$ cat src/rtl/mem_arbiter.sv
// Arbiter sharing one single-outstanding memory port between instruction and data requesters.
// Optional MEM_ARBITER_ROUND_ROBIN_EN: alternate grants on contention (default: data wins).

typedef struct packed {
    logic        mem_valid;
    logic        mem_fence;
    logic        mem_spec;
    logic        mem_instr;
    logic [1:0]  mem_mode;
    logic [31:0] mem_addr;
    logic [31:0] mem_wdata;
    logic [3:0]  mem_wstrb;
} mem_in_type;

typedef struct packed {
    logic [31:0] mem_rdata;
    logic        mem_error;
    logic        mem_ready;
} mem_out_type;

module mem_arbiter (
    input  logic        clock,
    input  logic        reset,
    input  mem_in_type  imem_in,
    output mem_out_type imem_out,
    input  mem_in_type  dmem_in,
    output mem_out_type dmem_out,
    output mem_in_type  mem_in,
    input  mem_out_type mem_out
);

    // Handshake: a side's request is a one-cycle mem_valid pulse; its response is the single
    // cycle where its mem_ready is high. The memory takes a new mem_valid in its ready cycle.
    typedef enum logic [1:0] {IDLE, IBUSY, DBUSY} state_t;

    state_t     state, state_next;
    mem_in_type ireq, ireq_next, dreq, dreq_next;
    mem_in_type icand, dcand;
    logic       ipend, ipend_next, dpend, dpend_next;
    logic       idrop, idrop_next;
    logic       free, icand_v, dcand_v, grant_i, grant_d;
`ifdef MEM_ARBITER_ROUND_ROBIN_EN
    logic       last_d, last_d_next;
`endif

    always_ff @(posedge clock) begin
        if (!reset) begin
            state <= IDLE;
            ipend <= 1'b0;
            dpend <= 1'b0;
            idrop <= 1'b0;
            ireq  <= '0;
            dreq  <= '0;
`ifdef MEM_ARBITER_ROUND_ROBIN_EN
            last_d <= 1'b1;
`endif
        end else begin
            state <= state_next;
            ipend <= ipend_next;
            dpend <= dpend_next;
            idrop <= idrop_next;
            ireq  <= ireq_next;
            dreq  <= dreq_next;
`ifdef MEM_ARBITER_ROUND_ROBIN_EN
            last_d <= last_d_next;
`endif
        end
    end

    always_comb begin
        state_next = state;
        ipend_next = ipend;
        dpend_next = dpend;
        idrop_next = idrop;
        ireq_next  = ireq;
        dreq_next  = dreq;
        mem_in     = '0;
        grant_i    = 1'b0;
        grant_d    = 1'b0;
`ifdef MEM_ARBITER_ROUND_ROBIN_EN
        last_d_next = last_d;
`endif

        free    = (state == IDLE) || mem_out.mem_ready;
        icand_v = imem_in.mem_valid || ipend;
        dcand_v = dmem_in.mem_valid || dpend;
        icand   = imem_in.mem_valid ? imem_in : ireq;
        dcand   = dmem_in.mem_valid ? dmem_in : dreq;

        if (free) begin
            if (icand_v && dcand_v) begin
`ifdef MEM_ARBITER_ROUND_ROBIN_EN
                grant_i = last_d;
`else
                grant_i = 1'b0;
`endif
                grant_d = !grant_i;
            end else begin
                grant_i = icand_v;
                grant_d = dcand_v;
            end
        end

        if (grant_i) begin
            mem_in           = icand;
            mem_in.mem_valid = 1'b1;
            state_next       = IBUSY;
            ipend_next       = 1'b0;
`ifdef MEM_ARBITER_ROUND_ROBIN_EN
            last_d_next      = 1'b0;
`endif
        end else if (grant_d) begin
            mem_in           = dcand;
            mem_in.mem_valid = 1'b1;
            state_next       = DBUSY;
            dpend_next       = 1'b0;
`ifdef MEM_ARBITER_ROUND_ROBIN_EN
            last_d_next      = 1'b1;
`endif
        end else if (free) begin
            state_next = IDLE;
        end

        // A live request that was not granted this cycle becomes (or replaces) the pending copy.
        if (!grant_i && imem_in.mem_valid) begin
            ipend_next = 1'b1;
            ireq_next  = imem_in;
        end
        if (!grant_d && dmem_in.mem_valid) begin
            dpend_next = 1'b1;
            dreq_next  = dmem_in;
        end

        // A redirect only stales an access that will still complete later.
        if (state == IBUSY) begin
            if (mem_out.mem_ready)
                idrop_next = 1'b0;
            else if (imem_in.mem_valid && imem_in.mem_spec)
                idrop_next = 1'b1;
        end
    end

    always_comb begin
        imem_out.mem_rdata = mem_out.mem_rdata;
        imem_out.mem_error = mem_out.mem_error;
        imem_out.mem_ready = mem_out.mem_ready && (state == IBUSY) && !idrop;
        dmem_out.mem_rdata = mem_out.mem_rdata;
        dmem_out.mem_error = mem_out.mem_error;
        dmem_out.mem_ready = mem_out.mem_ready && (state == DBUSY);
    end

endmodule

$ cat config.mk
export PLATFORM = sky130hd
export DESIGN_NAME = mem_arbiter
export DESIGN_NICKNAME = d
export VERILOG_FILES = /design/src/rtl/mem_arbiter.sv
export SDC_FILE = /design/constraint.sdc
export NUM_CORES = 1
export LEC_CHECK = 0
export BUFFER_PORTS_ARGS = -buffer_cell sky130_fd_sc_hd__buf_4
export CAP_MARGIN = 20
export CORE_MARGIN = 3
export CORE_UTILIZATION = 35
export DETAILED_ROUTE_END_ITERATION = 10
export SYNTH_ARGS = -nofsm -noshare
export SYNTH_HDL_FRONTEND = slang
export SYNTH_SLANG_ARGS = --single-unit
$ cat constraint.sdc
create_clock -name clock -period 3.85 [get_ports clock]
set_input_delay 0.1925 -clock clock [delete_from_list [all_inputs] [get_ports clock]]
set_output_delay 0.1925 -clock clock [all_outputs]
set_load 0.1 [all_outputs]
## After elaboration in Yosys (flattened, before gate mapping)

Cells that the tools add are included.

- Register bits after elaboration: 151
- Logic and storage cells: 63

- Reductions and logical operators: 22
- Equal/unequal tests: 3
- Multiplexer cells: 18
- Bitwise logic cells: 1

Operators with widths:

| operator | count |
|---|---|
| 74-bit 2-to-1 mux | 2 |
| 73-bit 2-to-1 mux | 2 |
| 1-bit 2-to-1 mux | 12 |
| 2-bit nonzero test | 4 |
| 1-bit logical AND | 7 |
| 2-bit 2-to-1 mux | 2 |
| 2-bit AND reduction | 2 |
| 1-bit logical NOT | 3 |
| 1-bit logical OR | 3 |
| 3-bit nonzero test | 1 |
| 2-bit by 1-bit == test with 1-bit output, second input constant | 1 |
| 2-bit == test, second input constant | 1 |
| 2-bit logical NOT | 1 |
| 2-bit by 1-bit inequality test with 1-bit output, second input constant | 1 |
| 2-bit OR reduction | 1 |
| 1-bit inverter | 1 |

## Longest topological paths before layout

Gate-level depths: netlist of run 1.

- Word-level depth: 8
- Mapped depth: 5
- Depth with buffers taken out: 3

## Worst setup path before layout of run 1

No wires, ideal clock.

- Path kind: flip-flop to output port
- From: register ipend
- To: output port mem_in[30] in the netlist's numbering
- Required time: 3.658 ns
- Stages on the path, launching flop included: 5
- Setup slack: 1.084 ns
- Arrival: 2.573 ns
- Path through: dfxtp_1 > buf_2 > clkbuf_1 > nand3b_1 > a31oi_1

RTL lines:

| element | line | RTL |
|---|---|---|
| start: declaration | 39 | `logic ipend, ipend_next, dpend, dpend_next;` |
| start signal: assignment | 59 | `ipend <= ipend_next;` |
| end: declaration | 28 | `output mem_in_type mem_in,` |

==> results.cfg, run 1 <==
[power]
vdd_ir_drop_max_uv = 221
p_total_uw = 4970
p_seq_frac = 0.339
leakage_uw = 0.00479
internal_power_uw = 3120
clockPowerShare = 0.352
swShare = 0.371
p_switching_uw = 1840
pwr-share-comb = 0.309
pwr_density_cell_nw_per_um2 = 451

[die]
core_um2 = 26100
die_x_um = 169
dieArea_um2 = 28600
die_h_um = 169
fp-row-count = 59
io_pins = 326
start_util = 0.357

[timing]
worst_pin_slew_ps = 901
clock.fmax_mhz = 349
finalSetupTns_ps = 0
timing.slew.headroom = 0.398
fin_crit_ps = 2870
maxSlewViolCount = 0
setup_viol = 0
final-hold-violation-count = 0
rsz0062_at_grt = no
skew_ps = 10.2
period_share = 0.745
holdWs_ps = 26.7

[synthesis]
ys_async_sr_fraction = 0
syn_nets = 1338
synth_top_area_cell = dfxtp_1
synth_flop_cell = dfxtp_1
yosysMostFrequentCell = nand2_1
netlist_area_um2 = 9320
synth_area_leaders = dfxtp_1 32%, mux2i_1 16%, nand2_1 15%, nand3b_1 5.9%, buf_4 5.5%
synth-edff-count = 0
yosysTopAreaCellShare = 0.324
ys_seq_elements = 151
synth_common_cells = 366 x nand2_1, 151 x dfxtp_1, 146 x mux2i_1
yosys_warnings = 0
ys_types = 34
seq_area_frac_synth = 0.324
synthCells = 1154
syn_avg_cell_area_um2 = 8.08

[detailed_routing]
drt_iter0_drc = 474
post_drt_wl_per_cell_um = 16.6
ant_nets = 0
drtPass1Iterations = 5
drcViolationCount = 0
vias = 8232
vias_per_cell = 5.19
finalWirelength_um = 26300

[flow_run]
max-cap-violations = 0

[clock_tree]
clk_pin_slew_ps = 70
clockBufferDepth = 2
cts-buffers-inserted = 17
clock-root-buffer = clkbuf_16
htree_num_levels = 4
worstSkewPairLatency_ps = 420
cts_tree = built
cts_sinks = 151
cts_setup_buffers = 0

[global_route]
antenna_found_initial = 0
grt_usage = 0.182
grt_pass1_wl_um = 42600
grt_overflow = 0
grt_start_max_net_pins = 138
grt_pass1_vias = 8198

[critical_path]
crit_buf_inv = 2
critPathArrivalTime_ps = 2670
start_kind = flop
crit_fanout = 35
max_stage_delay_ps = 520
cp_slowest_cell = o21bai_4
crit_family = compound AO/OA/AOI/OAI gates
cp_cell_sequence = o21bai_4, buf_4, o311ai_0, a31oi_1, buf_4
cpMostUsedCell = buf_4
cp_data_required_time_ps = 3660
crit_type = reg2out
endpoint_kind = primary output

[finish]
layout-drive-gt1-share = 0.223
fin_cells = 1585
fin_nets = 1421
fin_util = 0.421
diodes = 0
area_growth_pct = 18.1

[placed_design]
dp.cells = 1552
hpwl_um = 16600
numPortBuffers = 226
gp_congestion = 0.749

[hold_path]
holdCritPathClass = in2reg

[outcome]
status = completed
## through the flow
stage	worst slack [ps]	instance area [um2]
2_1_floorplan	1080	9320
3_3_place_gp	1360	10400
3_5_place_dp	1330	10400
4_1_cts	872	11000
5_1_grt	771	11000
6_report	983	11000
## layout make-up
class	instances	area, um2
inverter	2	7.51
timing repair buffer	241	1840
clock buffer	21	460
clock inverter	11	148
fill	2665	15100
tap	335	419
sequential	151	3020
multi-input combinational	824	5110
## sequential cells by signal, summed over array words and instances (netlist names)
name and count:
idrop 1, dpend 1, ipend 1, state 2
dreq 73, ireq 73
## per-layer routing
| metal | vias up | track usage | wire length (um) |
|---|---|---|---|
| met5 | - | 0 | 0 |
| met4 | 0 | 0.0562 | 428 |
| met3 | 44 | 0.0517 | 1770 |
| met2 | 245 | 0.309 | 12600 |
| met1 | 3856 | 0.226 | 11600 |
| li1 | 4087 | - | - |
## worst paths after layout
kind,startpoint,end,slack (ps),cells after the start
max,state[0]$_SDFFE_PN0P_,mem_in[67],980,5
min,dmem_in[60],dreq[60]$_SDFFE_PN0P_,30,3
max reg2reg,state[0]$_SDFFE_PN0P_,ireq[56]$_SDFFE_PN0P_,1420,4
min reg2reg,dreq[22]$_SDFFE_PN0P_,dreq[22]$_SDFFE_PN0P_,450,2
## kinds of logic (layout without fill, tap and decap cells)
family,count (synthesis),in the layout,share of synthesized area
flops,151,151,0.324
compound gates,156,156,0.127
mux,147,147,0.158
buf+inv,179,275,0.129
simple gates,521,521,0.262
## cells in the final DEF (no fill, tap or decap), types with 2 or more instances in the layout
cell type   instances
o311ai_1           17
a21oi_1             2
nand2b_1           72
clkbuf_16          17
a31oi_1            73
clkbuf_8            3
o21ai_0             2
mux2i_1           146
o311ai_0           55
buf_12              2
buf_4             237
clkbuf_1            2
bufinv_16           3
nand2_1           366
dfxtp_1           150
nor2_1              3
clkinv_2            2
clkinvlp_4          4
nand3b_1           73
## power by group through the flow
stage | sequential, uW | clock, uW | combinational, uW
final | 1680 | 1750 | 1530
after global routing | 1690 | 1880 | 1630
after CTS | 1680 | 1810 | 1550
after detailed placement | 1720 | 0 | 1550
after global placement | 1720 | 0 | 1540
after floorplan | 1710 | 0 | 1510
## worst min-delay path: stages
cell     delay (ps)
buf_4           110
nand2_1          40
mux2i_1          50
## repair_timing
item / in CTS / in global routing
hold buffers: 1 / 0
hold endpoints to repair: 1 / 0
gates resized for setup: 0 / 0
Power figures use the tool's default switching activity.
==> run 2, diff against run 1 <==
- ABC_AREA: unset -> 1
- clock period: 3.85 -> 2.9 ns (I/O delays scaled with it)
==> run 2 against run 1 <==
  * Clock skew up 2.1 ps
  * Sequential cell count unchanged
  * Global-route usage up 1.3 points
  * Clock power up 26%
  * Total power up 37%
  * Sequential power up 35%
  * Non-clock buffer count up 138
  * Final area up 8.4%
  * Sequential share of layout area down 2.1 points
  * Setup slack worse by 520 ps
  * Core utilization up 8.0 points
  * Die area down 7.4%
  * Largest cell class unchanged
==> results.cfg, run 2 <==
[outcome]
status = completed

[synthesis]
synth_compound_area_frac = 0.204
seq_area_frac_synth = 0.351
synth_mux_area_frac = 0
ys_types = 24
netlist_area_um2 = 8610
synthCells = 1365
synth_flop_cell = dfxtp_1
synthSimpleGateAreaFrac = 0.267
yosysMostFrequentCell = nand2_1
synth-edff-count = 0
synth_common_cells = 373 x nand2_1, 222 x nor2_1, 217 x o21ai_0
ys_seq_elements = 151
synthAdderAreaFrac = 0
synth_top_area_cell = dfxtp_1
syn_avg_cell_area_um2 = 6.31
ys_async_sr_fraction = 0
yosys_warnings = 0
synth_xor_area_frac = 0
synth_area_leaders = dfxtp_1 35%, nand2_1 16%, o21ai_0 13%, nor2_1 9.7%, o2bb2ai_1 7.2%
yosysTopAreaCellShare = 0.351
syn_nets = 1549
synth_top_family_by_area = simple AND/OR/NAND/NOR gates

[finish]
layout-drive-gt1-share = 0.173
area_growth_pct = 38.5
fin_cells = 1936
mostFrequentLayoutCells = 372 x nand2_1, 233 x buf_4, 222 x nor2_1
fin_area_um2 = 11900
fin_nets = 1788
final_common_cell = nand2_1
top_regs = dreq: 73 flops, ireq: 73 flops, state: 2 flops
diodes = 0
fill_cells = 2407

[die]
die_x_um = 163
die_h_um = 163
core_um2 = 23800
fp-row-count = 56
start_util = 0.362
dieArea_um2 = 26500
io_pins = 326

[detailed_routing]
post_drt_wl_per_cell_um = 13.5
drtPass1Iterations = 5
ant_nets = 0
vias_per_cell = 4.60
vias = 8911
drt_iter0_drc = 450
drcViolationCount = 0
finalWirelength_um = 26200

[timing]
timing.slew.headroom = 0.477
period_share = 0.840
worst_pin_slew_ps = 785
skew_ps = 12.3
finalSetupTns_ps = 0
rsz0062_at_grt = no
final-hold-violation-count = 0
clock.fmax_mhz = 410
maxSlewViolCount = 0
fin_crit_ps = 2440
setup_viol = 0

[clock_tree]
worstSkewPairLatency_ps = 420
cts_tree = built
cts_resized = 0
htree_num_levels = 4
cts-buffers-inserted = 17
clk_pin_slew_ps = 60
clockBufferDepth = 2
cts_sinks = 151
clock-root-buffer = clkbuf_16

[placed_design]
dpl_cell_area_um2 = 9960
dp.cells = 1765
numPortBuffers = 226
gp_congestion = 0.793
hpwl_um = 16800

[critical_path]
crit_type = reg2out
critPathArrivalTime_ps = 2290
critPathLaunch = state[0]$_SDFFE_PN0P_
start_kind = flop
reg2reg_depth = 7
cp_data_required_time_ps = 2760
endpoint_kind = primary output
crit_fanout = 35
rr_startpoint = state[0]$_SDFFE_PN0P_

[global_route]
grt_pass1_vias = 8520
grt_overflow = 0
grt_usage = 0.195
grt_pass1_wl_um = 42000
grt_start_max_net_pins = 148
antenna_found_initial = 0

[hold_path]
min_path_cells = 3
min_from = dmem_in[56]
holdCritPathClass = in2reg

[flow_run]
max-cap-violations = 0

[power]
vdd_ir_drop_max_uv = 282
leakage_uw = 0.00589
pwr_density_cell_nw_per_um2 = 569
## run 2: area by class of cell
| cell class | count | area (um2) | area share |
|---|---|---|---|
| clock buffers | 19 | 433 | 0.0363 |
| clock inverters | 13 | 148 | 0.0124 |
| inverters | 155 | 584 | 0.0490 |
| multi-input cells | 900 | 4060 | 0.341 |
| flip-flops and latches | 151 | 3020 | 0.253 |
| well taps | 319 | 399 | 0.0335 |
| repair buffers | 379 | 3280 | 0.275 |
## run 2: logic make-up after synthesis
| kind of cell | after synthesis |
|---|---|
| and+or+nand+nor | 604 |
| AOI/OAI and AO/OA | 296 |
| DFF | 151 |
| buffers and inverters | 314 |
## run 2: worst paths after layout
check,end,slack [ps]
worst max-delay path,mem_in[70],460
worst min-delay path,dreq[56]$_SDFFE_PN0P_,20
worst max register to register,ireq[60]$_SDFFE_PN0P_,1000
worst min register to register,ireq[71]$_SDFFE_PN0P_,480
## run 2: power by group
part           switching (uW)  internal [uW]
combinational            1620            689
clock                     935           1280
sequential               37.4           2230
total                    2600           4200
## run 2: per-layer routing
layer	vias up	GRT usage	share of wire
met1	3956	0.241	0.46
met4	0	0.0719	0.028
li1	4665	-	-
met2	235	0.336	0.46
met3	55	0.0392	0.053
met5	-	0	0
## run 2: critical path: stages, from the launching register on
cell	delay, ps
dfxtp_1	340
o21ai_1	270
nand2_4	140
inv_2	330
buf_12	260
o2bb2ai_1	170
buf_4	320
## run 2: through the flow
step	util	hold slack [ps]	worst slack [ps]	power, uW
after floorplan	-	280	307	4340
after global placement	0.418	291	954	4460
after detailed placement	0.418	291	916	4470
after CTS	0.501	2.75	446	6890
after global routing	0.501	38.6	331	7160
final	0.501	22.7	464	6790
## run 2: repair_timing
| item | in CTS | in global routing |
|---|---|---|
| setup buffers | 0 | 0 |
| hold buffers | 139 | 0 |
| endpoints found under the hold margin | 139 | 0 |
